===== config.mk =====
export PLATFORM = sky130hd
export DESIGN_NAME = sobel_stream_core
export DESIGN_NICKNAME = d
export VERILOG_FILES = /design/src/rtl/sobel_config_pkg.sv /design/src/rtl/sobel_line_buffer.sv /design/src/rtl/sobel_stream_core.sv
export SDC_FILE = /design/constraint.sdc
export NUM_CORES = 2
export LEC_CHECK = 0
export BUFFER_PORTS_ARGS = -buffer_cell sky130_fd_sc_hd__buf_2
export CAP_MARGIN = 20
export CORE_MARGIN = 2
export CORE_UTILIZATION = 50
export DETAILED_ROUTE_END_ITERATION = 12
export GPL_ROUTABILITY_DRIVEN = 0
export PLACE_DENSITY_LB_ADDON = 0.05
export SYNTH_ARGS = -nofsm -noshare
export SYNTH_HDL_FRONTEND = slang
export SYNTH_MEMORY_MAX_BITS = 65536
export SYNTH_SLANG_ARGS = --single-unit

===== constraint.sdc =====
create_clock -name clk_i -period 25 [get_ports clk_i]
set_input_delay 5 -clock clk_i [delete_from_list [all_inputs] [get_ports clk_i]]
set_output_delay 5 -clock clk_i [all_outputs]
set_load 0.005 [all_outputs]

===== src/rtl/sobel_config_pkg.sv =====
// sobel_config_pkg: shared frame/pixel defaults, magnitude width helper and FSM
// state type for the Sobel stream core.
package sobel_config_pkg;

  localparam int DEF_IMG_W     = 256;
  localparam int DEF_IMG_H     = 256;
  localparam int DEF_PIX_W     = 8;
  localparam int DEF_MAG_W     = DEF_PIX_W + 3;
  localparam int DEF_THRESHOLD = 150;

  typedef enum logic [1:0] {
    ST_IDLE   = 2'd0,
    ST_STREAM = 2'd1,
    ST_FLUSH  = 2'd2
  } sobel_state_e;

endpackage


===== src/rtl/sobel_line_buffer.sv =====
// sobel_line_buffer: two pixel rows addressed by column; each accepted pixel
// pushes the column down one row and returns the taps of rows r-1 and r-2.
module sobel_line_buffer
  import sobel_config_pkg::*;
#(
  parameter int  IMG_W = DEF_IMG_W,
  parameter int  PIX_W = DEF_PIX_W,
  localparam int CW    = $clog2(IMG_W)
) (
  input  logic             clk_i,
  input  logic             en_i,
  input  logic [CW-1:0]    col_i,
  input  logic [PIX_W-1:0] pixel_i,
  output logic [PIX_W-1:0] tap1_o,
  output logic [PIX_W-1:0] tap2_o
);

  logic [PIX_W-1:0] row1_q [IMG_W];
  logic [PIX_W-1:0] row2_q [IMG_W];

  assign tap1_o = row1_q[col_i];
  assign tap2_o = row2_q[col_i];

  // No reset: stale contents only ever feed border-masked centres.
  always_ff @(posedge clk_i) begin
    if (en_i) begin
      row1_q[col_i] <= pixel_i;
      row2_q[col_i] <= row1_q[col_i];
    end
  end

endmodule


===== src/rtl/sobel_stream_core.sv =====
// sobel_stream_core: streaming 3x3 Sobel edge detector over one raster frame.
// Build macro SOBEL_MAG_OUT_EN: output saturated magnitude instead of a thresholded mask.
module sobel_stream_core
  import sobel_config_pkg::*;
#(
  parameter int  IMG_W = DEF_IMG_W,
  parameter int  IMG_H = DEF_IMG_H,
  parameter int  PIX_W = DEF_PIX_W,
  localparam int MAG_W = PIX_W + 3
) (
  input  logic             clk_i,
  input  logic             rst_ni,
  input  logic             start_i,
  input  logic [MAG_W-1:0] threshold_i,
  input  logic             s_valid_i,
  output logic             s_ready_o,
  input  logic [PIX_W-1:0] s_pixel_i,
  output logic             m_valid_o,
  input  logic             m_ready_i,
  output logic [PIX_W-1:0] m_pixel_o,
  output logic             m_last_o,
  output logic             busy_o,
  output logic             done_o,
  output logic [1:0]       state_o
);

  localparam int CW = $clog2(IMG_W);
  localparam int RW = $clog2(IMG_H);
  localparam int SW = MAG_W + 1;

  sobel_state_e     state_q, state_d;
  logic [CW-1:0]    in_col_q, out_col_q;
  logic [RW-1:0]    in_row_q, out_row_q;
  logic [MAG_W-1:0] thr_q;
  logic [PIX_W-1:0] win_q [3][2];
  logic [PIX_W-1:0] tap1, tap2;
  logic             done_q;
  logic             out_free, in_fire, in_last, out_load, out_last, border;
  logic [PIX_W-1:0] pix_val, out_value;
  logic signed [SW-1:0] gx, gy;
  logic [SW-1:0]    ax, ay;
  logic [SW:0]      mag_full;
  logic [MAG_W-1:0] mag;

  // Both streams: a beat transfers on a rising edge where valid && ready; a
  // source holds valid and data stable until then. Input is only taken when
  // the single output register is empty or draining in the same cycle.
  assign out_free  = !m_valid_o || m_ready_i;
  assign s_ready_o = (state_q == ST_STREAM) && out_free;
  assign in_fire   = s_valid_i && s_ready_o;
  assign in_last   = (in_row_q == RW'(IMG_H-1)) && (in_col_q == CW'(IMG_W-1));
  assign out_last  = (out_row_q == RW'(IMG_H-1)) && (out_col_q == CW'(IMG_W-1));
  assign border    = (out_row_q == '0) || (out_row_q == RW'(IMG_H-1)) ||
                     (out_col_q == '0) || (out_col_q == CW'(IMG_W-1));
  assign busy_o    = (state_q != ST_IDLE);
  assign done_o    = done_q;
  assign state_o   = state_q;

  sobel_line_buffer #(.IMG_W(IMG_W), .PIX_W(PIX_W)) u_line_buffer (
    .clk_i  (clk_i),
    .en_i   (in_fire),
    .col_i  (in_col_q),
    .pixel_i(s_pixel_i),
    .tap1_o (tap1),
    .tap2_o (tap2)
  );

  function automatic logic signed [SW-1:0] ext(input logic [PIX_W-1:0] p);
    return signed'({{(SW-PIX_W){1'b0}}, p});
  endfunction

  // Window columns c-2, c-1 come from win_q; column c is the live taps + input.
  assign gx = (ext(tap2) + ext(tap1) + ext(tap1) + ext(s_pixel_i))
            - (ext(win_q[0][0]) + ext(win_q[1][0]) + ext(win_q[1][0]) + ext(win_q[2][0]));
  assign gy = (ext(win_q[2][0]) + ext(win_q[2][1]) + ext(win_q[2][1]) + ext(s_pixel_i))
            - (ext(win_q[0][0]) + ext(win_q[0][1]) + ext(win_q[0][1]) + ext(tap2));
  assign ax       = gx[SW-1] ? $unsigned(-gx) : $unsigned(gx);
  assign ay       = gy[SW-1] ? $unsigned(-gy) : $unsigned(gy);
  assign mag_full = {1'b0, ax} + {1'b0, ay};
  assign mag      = (|mag_full[SW:MAG_W]) ? '1 : mag_full[MAG_W-1:0];

`ifdef SOBEL_MAG_OUT_EN
  assign pix_val = (|mag[MAG_W-1:PIX_W]) ? '1 : mag[PIX_W-1:0];
`else
  assign pix_val = (mag > thr_q) ? '1 : '0;
`endif
  assign out_value = ((state_q == ST_FLUSH) || border) ? '0 : pix_val;

  always_comb begin
    out_load = 1'b0;
    case (state_q)
      ST_STREAM: out_load = in_fire && ((in_row_q > RW'(1)) ||
                                        ((in_row_q == RW'(1)) && (in_col_q != '0)));
      ST_FLUSH:  out_load = out_free && !(m_valid_o && m_last_o);
      default:   out_load = 1'b0;
    endcase
  end

  always_comb begin
    state_d = state_q;
    case (state_q)
      ST_IDLE:   if (start_i) state_d = ST_STREAM;
      ST_STREAM: if (in_fire && in_last) state_d = ST_FLUSH;
      ST_FLUSH:  if (m_valid_o && m_ready_i && m_last_o) state_d = ST_IDLE;
      default:   state_d = ST_IDLE;
    endcase
  end

  always_ff @(posedge clk_i) begin
    if (!rst_ni) begin
      state_q   <= ST_IDLE;
      in_col_q  <= '0;
      in_row_q  <= '0;
      out_col_q <= '0;
      out_row_q <= '0;
      thr_q     <= '0;
      m_valid_o <= 1'b0;
      m_pixel_o <= '0;
      m_last_o  <= 1'b0;
      done_q    <= 1'b0;
    end else begin
      state_q <= state_d;
      done_q  <= (state_q == ST_FLUSH) && (state_d == ST_IDLE);
      if ((state_q == ST_IDLE) && start_i) begin
        thr_q     <= threshold_i;
        in_col_q  <= '0;
        in_row_q  <= '0;
        out_col_q <= '0;
        out_row_q <= '0;
      end
      if (in_fire) begin
        if (in_col_q == CW'(IMG_W-1)) begin
          in_col_q <= '0;
          in_row_q <= in_row_q + RW'(1);
        end else begin
          in_col_q <= in_col_q + CW'(1);
        end
      end
      // Output counters name the centre being emitted and drive border masking.
      if (out_load) begin
        m_valid_o <= 1'b1;
        m_pixel_o <= out_value;
        m_last_o  <= out_last;
        if (out_col_q == CW'(IMG_W-1)) begin
          out_col_q <= '0;
          out_row_q <= out_row_q + RW'(1);
        end else begin
          out_col_q <= out_col_q + CW'(1);
        end
      end else if (m_ready_i) begin
        m_valid_o <= 1'b0;
        m_last_o  <= 1'b0;
      end
    end
  end

  always_ff @(posedge clk_i) begin
    if (in_fire) begin
      win_q[0][0] <= win_q[0][1];
      win_q[0][1] <= tap2;
      win_q[1][0] <= win_q[1][1];
      win_q[1][1] <= tap1;
      win_q[2][0] <= win_q[2][1];
      win_q[2][1] <= s_pixel_i;
    end
  end

endmodule


Yosys cells after proc, flatten, opt, wreduce, memory -nomap -nowiden:

Memory sizes are Yosys's and may differ from the RTL's. A register that Yosys moved wholly into a read port is not among the register bits.
Index checks and enable logic that the tools add are counted.

* flip-flop bits (word level): 56
* bits in writable memories: 4144
* bits of input ports: 24
* output and inout bits: 15
* logic and storage cells: 104
* memories: 3

Memory list
* u_line_buffer.row1_q: words 256, width 8, read ports 1, clocked after Yosys merged registers in 1, wr ports 1, RTL line sobel_line_buffer.sv:18 `logic [PIX_W-1:0] row1_q [IMG_W];`
* u_line_buffer.row2_q: words 256, width 8, read ports 1, clocked after Yosys merged registers in 1, wr ports 1, RTL line sobel_line_buffer.sv:19 `logic [PIX_W-1:0] row2_q [IMG_W];`
* win_q: words 3, width 16, read ports 3, clocked after Yosys merged registers in 0, wr ports 3, RTL line sobel_stream_core.sv:35 `logic [PIX_W-1:0] win_q [3][2];`

* add/sub/neg operators: 21
* $lt $le $gt $ge: 2
* equality and inequality tests: 7
* multiplexer cells: 30
* reductions and logical operators: 31

Operator list (number)
* $mux W8: 17
* $add A10 B8 Y11: 4
* $add A9 B8 Y10: 4
* $add A8 B8 Y9: 4
* $add A8 B1 Y8 const B: 4
* $eq A8 B8 Y1 const B: 4
* $mux W12: 2
* $neg A12 Y12: 2
* $sub A11 B11 Y12: 2
* $logic_not A8 Y1: 2
* $add A12 B12 Y13: 1
* $logic_and A1 B1 Y1: 13
* $gt A11 B11 Y1: 1
* $mux W11: 1
* $eq A8 B1 Y1 const B: 1
* $gt A8 B1 Y1 const B: 1
* $reduce_bool A2 Y1: 4
* $reduce_bool A8 Y1: 1
* $logic_or A1 B1 Y1: 6
* $mux W2: 3
* $pmux W2 S3: 1
* $mux W1: 5
* $logic_not A2 Y1: 2
* $eq A2 B1 Y1 const B: 1
* 4 further kinds: 5

Logic depth before layout (Yosys ltp):

An unclocked memory read counts as a cell.

* depth in word-level cells: 13
* gate-level depth with buffers: 44
* mapped depth without buffers: 38

Modules after synthesis:

Synthesis repeated with hierarchy kept, for this count alone.

* cell total of the unflattened synthesis: 7509
* area total of the unflattened synthesis: 162683.5 sq um

Modules (own cells, without submodules)
* sobel_line_buffer: instances 1, cells each 6701, area each 154981.1 sq um, sequential area each 122998.0 sq um
* sobel_stream_core: instances 1, cells each 808, area each 7702.4 sq um, sequential area each 2422.3 sq um

Worst setup path after synthesis:

Ideal clock, no wire load.

* kind: reg-to-reg
* from: register with a tool-made name
* to: register m_pixel_o[6]
* setup time: 70 ps
* data arrival time: 19535 ps
* data required time: 24930 ps
* slack: 5394 ps
* cell stages (with the launch flop): 37
* path buffers: 6
* clock period less this slack: 19606 ps
* cell sequence: dfxtp_1 buf_2 buf_4 clkbuf_1 clkbuf_1 mux4_2 mux2i_1 a22oi_1 nand4_1 a211oi_1 nor3b_1 fa_1 ha_1 fa_1 a21oi_1 o211ai_1 o41ai_1 o21bai_1 a21o_1 clkbuf_1 mux2_2 fa_1 a21o_1 a21oi_1 o21bai_1 a21oi_1 o21ai_0 o31ai_1 clkbuf_1 nand3_1 ha_1 o21ai_0 a2111oi_0 o311ai_0 nor3_1 o21ai_0 a21oi_1

RTL lines
* end signal, assigned: RTL line sobel_stream_core.sv:142 `m_pixel_o <= out_value;`
* end, declared: RTL line sobel_stream_core.sv:20 `output logic [PIX_W-1:0] m_pixel_o,`

==> flow_summary.yaml <==
sta:
  drv_slew: 0
  period_needed_ns: 13.64
  slew_headroom_pct: 13.8
  fmax_mhz: 73.3
  rsz0062_at_grt: "false"
  setup_tns_ns: 0
  tightestPinTransition_ns: 1.29
  setup_viol: 0
  fin_worst_skew_ns: 0.0354
  timing_hold_violations_final: 0
  post-route-period-util_pct: 54.6
  whs_ns: 0.415
die:
  core_sq_um: 328000
  die_y_microns: 578
  ioPinCount: 39
  die-area_sq_um: 334000
  rows: 210
  fp.dieW_microns: 578
  initial_core_util_pct: 50.3
global_route:
  gr-total-overflow: 0
  grt_pass1_wl_microns: 625000
  grt_max_degree: 191
  grt_use_total_pct: 26.8
  grt_antenna_before_repair: 15
  grt_pass1_vias: 79500
cts:
  h-tree-depth: 5
  cts_sinks: 4201
  cts-root-buf: "clkbuf_16"
  hold_buffers: 0
  tritoncts: "yes"
  cts-resized-gates: 0
  post_cts_buffers: 0
  insertion_delay_ns: 0.97
  cts_buffers: 432
  path_clk_slew_ns: 0.06
  clock_path_buffers: 4
worst_setup_path:
  arrival_ns: 14.53
  cpMaxStageDelayCell: "buf_4"
  worst_setup_path_end_kind: "register"
  crit_required_ns: 25.89
  crit_fanout: 87
  path_common_cell: "fa_1"
  critPathMaxStageDelay_ns: 0.72
  start_kind: "register"
  crit_type: "register to register"
drt:
  wl_microns: 447000
  first_pass_iters: 8
  wl_per_cell_microns: 35.7
  drtAntennaViolNets: 0
  drt_iter0_markers: 9618
  vias: 79200
  viasPerCell: 6.32
  drc: 0
logic_synthesis:
  synthArstFlopShare_pct: 0
  yosys_most_used_dff: "edfxtp_1"
  synth_top_family_by_area: "multiplexers"
  synth-xor-area-share_pct: 0.234
  yosys.area_share.simple_pct: 1.99
  synth_fa_ha_area_share_pct: 1.34
  ys_types: 67
  ys_warn_count: 0
  synth_cells: 7328
  muxShareOfSynthArea_pct: 17.4
  syn_area_sq_um: 165000
  synth_edf_count: 4144
  syn_nets: 7491
  syn_avg_cell_area_sq_um: 22.5
  synth_compound_area_share_pct: 1.36
  synth_seq_area_share_pct: 76.2
  ys_ff_latch: 4201
worst_hold_path:
  hold_start: "win_q[1][5]"
  hold_path_class: "register to register"
cells_and_area:
  syn2layout_area_growth_pct: 13.0
  drive_gt1_share_pct: 29.6
  instances_no_fill: 12500
  final_common_cell: "edfxtp_1"
  layout_common_cells: "edfxtp_1 (4144), mux4_2 (1180), clkbuf_16 (440), buf_4 (357), mux2i_1 (201)"
  fin_nets: 7974
pwr:
  finalPower_w: 0.0159
  peakVddDrop_v: 0.000143
  p_leak_nw: 57.2
  powerDensity_nw_per_um2: 85.3
placed_design:
  dpl.hpwl_microns: 259000
  placed_cells: 11700
  io_buffers: 38
status:
  status: "complete, no violations"
flow_run:
  cap_violations: 0
## kinds of logic (layout without fill, tap and decap cells)
logic type	Yosys count	count (layout)
DFF	4201	4201
muxes	1386	1386
and+or+nand+nor	703	703
buffers and inverters	508	1351
AOI/OAI and AO/OA	347	347
adders and majority gates	139	139
xor gates and xnor gates	44	44
other	0	8
## worst max-delay path: cells and delay by family, from the launching register on
| kind | cells | cell delay [ns] |
|---|---|---|
| AOI/OAI and AO/OA | 17 | 3.89 |
| DFF | 1 | 0.66 |
| and+or+nand+nor | 5 | 1.21 |
| buffers and inverters | 6 | 2.81 |
| adders and majority gates | 8 | 3.05 |
| muxes | 4 | 1.67 |
## state kept, by name (all words and copies together) (netlist names), named ones only
name	count
done_o	1
m_pixel_o	1
in_row_q	8
out_col_q	8
m_valid_o	1
u_line_buffer.row2_q	2048
out_row_q	8
u_line_buffer.row1_q	2048
in_col_q	8
thr_q	11
state_o	2
win_q	48
m_last_o	1
## stage by stage
| stage | worst slack [ns] | instance area, sq um | utilization (%) |
|---|---|---|---|
| 2_1_floorplan | 5.39 | 165000 | - |
| 3_3_place_gp | 11.02 | 172000 | 52.5 |
| 3_5_place_dp | 10.83 | 172000 | 52.6 |
| 4_1_cts | 10.78 | 186000 | 56.8 |
| 5_1_grt | 10.30 | 186000 | 56.8 |
| 6_report | 11.36 | 186000 | 56.8 |
## area by class of cell
class | count | area [sq um]
Sequential cell | 4201 | 126000
Inverter | 123 | 470
Antenna cell | 8 | 20.0
Multi-Input combinational cell | 2619 | 37400
Fill cell | 23900 | 141000
Clock buffer | 553 | 11500
Clock inverter | 241 | 2170
Tap cell | 4346 | 5440
Timing Repair Buffer | 434 | 3610
## power by group
group	internal, W	switching, W
sequential	0.00776	0.00000627
combinational	0.000741	0.00110
clock	0.00358	0.00269
## path summary, 6_finish.rpt
kind / to / slack [ns] / depth (start not counted)
setup / recovery: m_pixel_o[6] / 11.36 / 40
hold / removal: win_q[1][13] / 0.41 / 0
setup reg to reg: m_pixel_o[6] / 11.36 / 40
hold reg to reg: win_q[1][13] / 0.41 / 0
## cell usage after synthesis, drive strengths merged, types with 7 or more instances
cell type / instances / area (sq um)
a211oi: 13 / 110
a21oi: 73 / 365
a22oi: 78 / 586
and3: 17 / 106
buf: 232 / 1350
clkbuf: 153 / 574
dfxtp: 57 / 1140
edfxtp: 4144 / 124000
fa: 63 / 1260
ha: 76 / 951
inv: 120 / 450
mux2i: 201 / 2010
mux4: 1180 / 26600
nand2: 89 / 334
nand2b: 15 / 93.8
nand3: 69 / 345
nand3b: 28 / 210
nand4: 27 / 169
nor2: 333 / 1250
nor2b: 15 / 93.8
nor3: 56 / 280
nor3b: 19 / 143
o21ai: 74 / 370
o22ai: 46 / 288
or3: 7 / 43.8
xnor2: 30 / 263
xor2: 14 / 123
## layer usage
| metal | GRT usage, % | up-vias | part of all wire (%) | wire length, microns |
|---|---|---|---|---|
| met5 | 0 | - | 0.0016 | 7 |
| met4 | 8.21 | 2 | 3.3 | 14800 |
| met3 | 4.34 | 654 | 7.1 | 31800 |
| met2 | 42.0 | 3198 | 47 | 212000 |
| met1 | 39.3 | 43500 | 42 | 188000 |
| li1 | - | 31900 | - | - |
No activity file was read; power rests on OpenSTA's default activity.
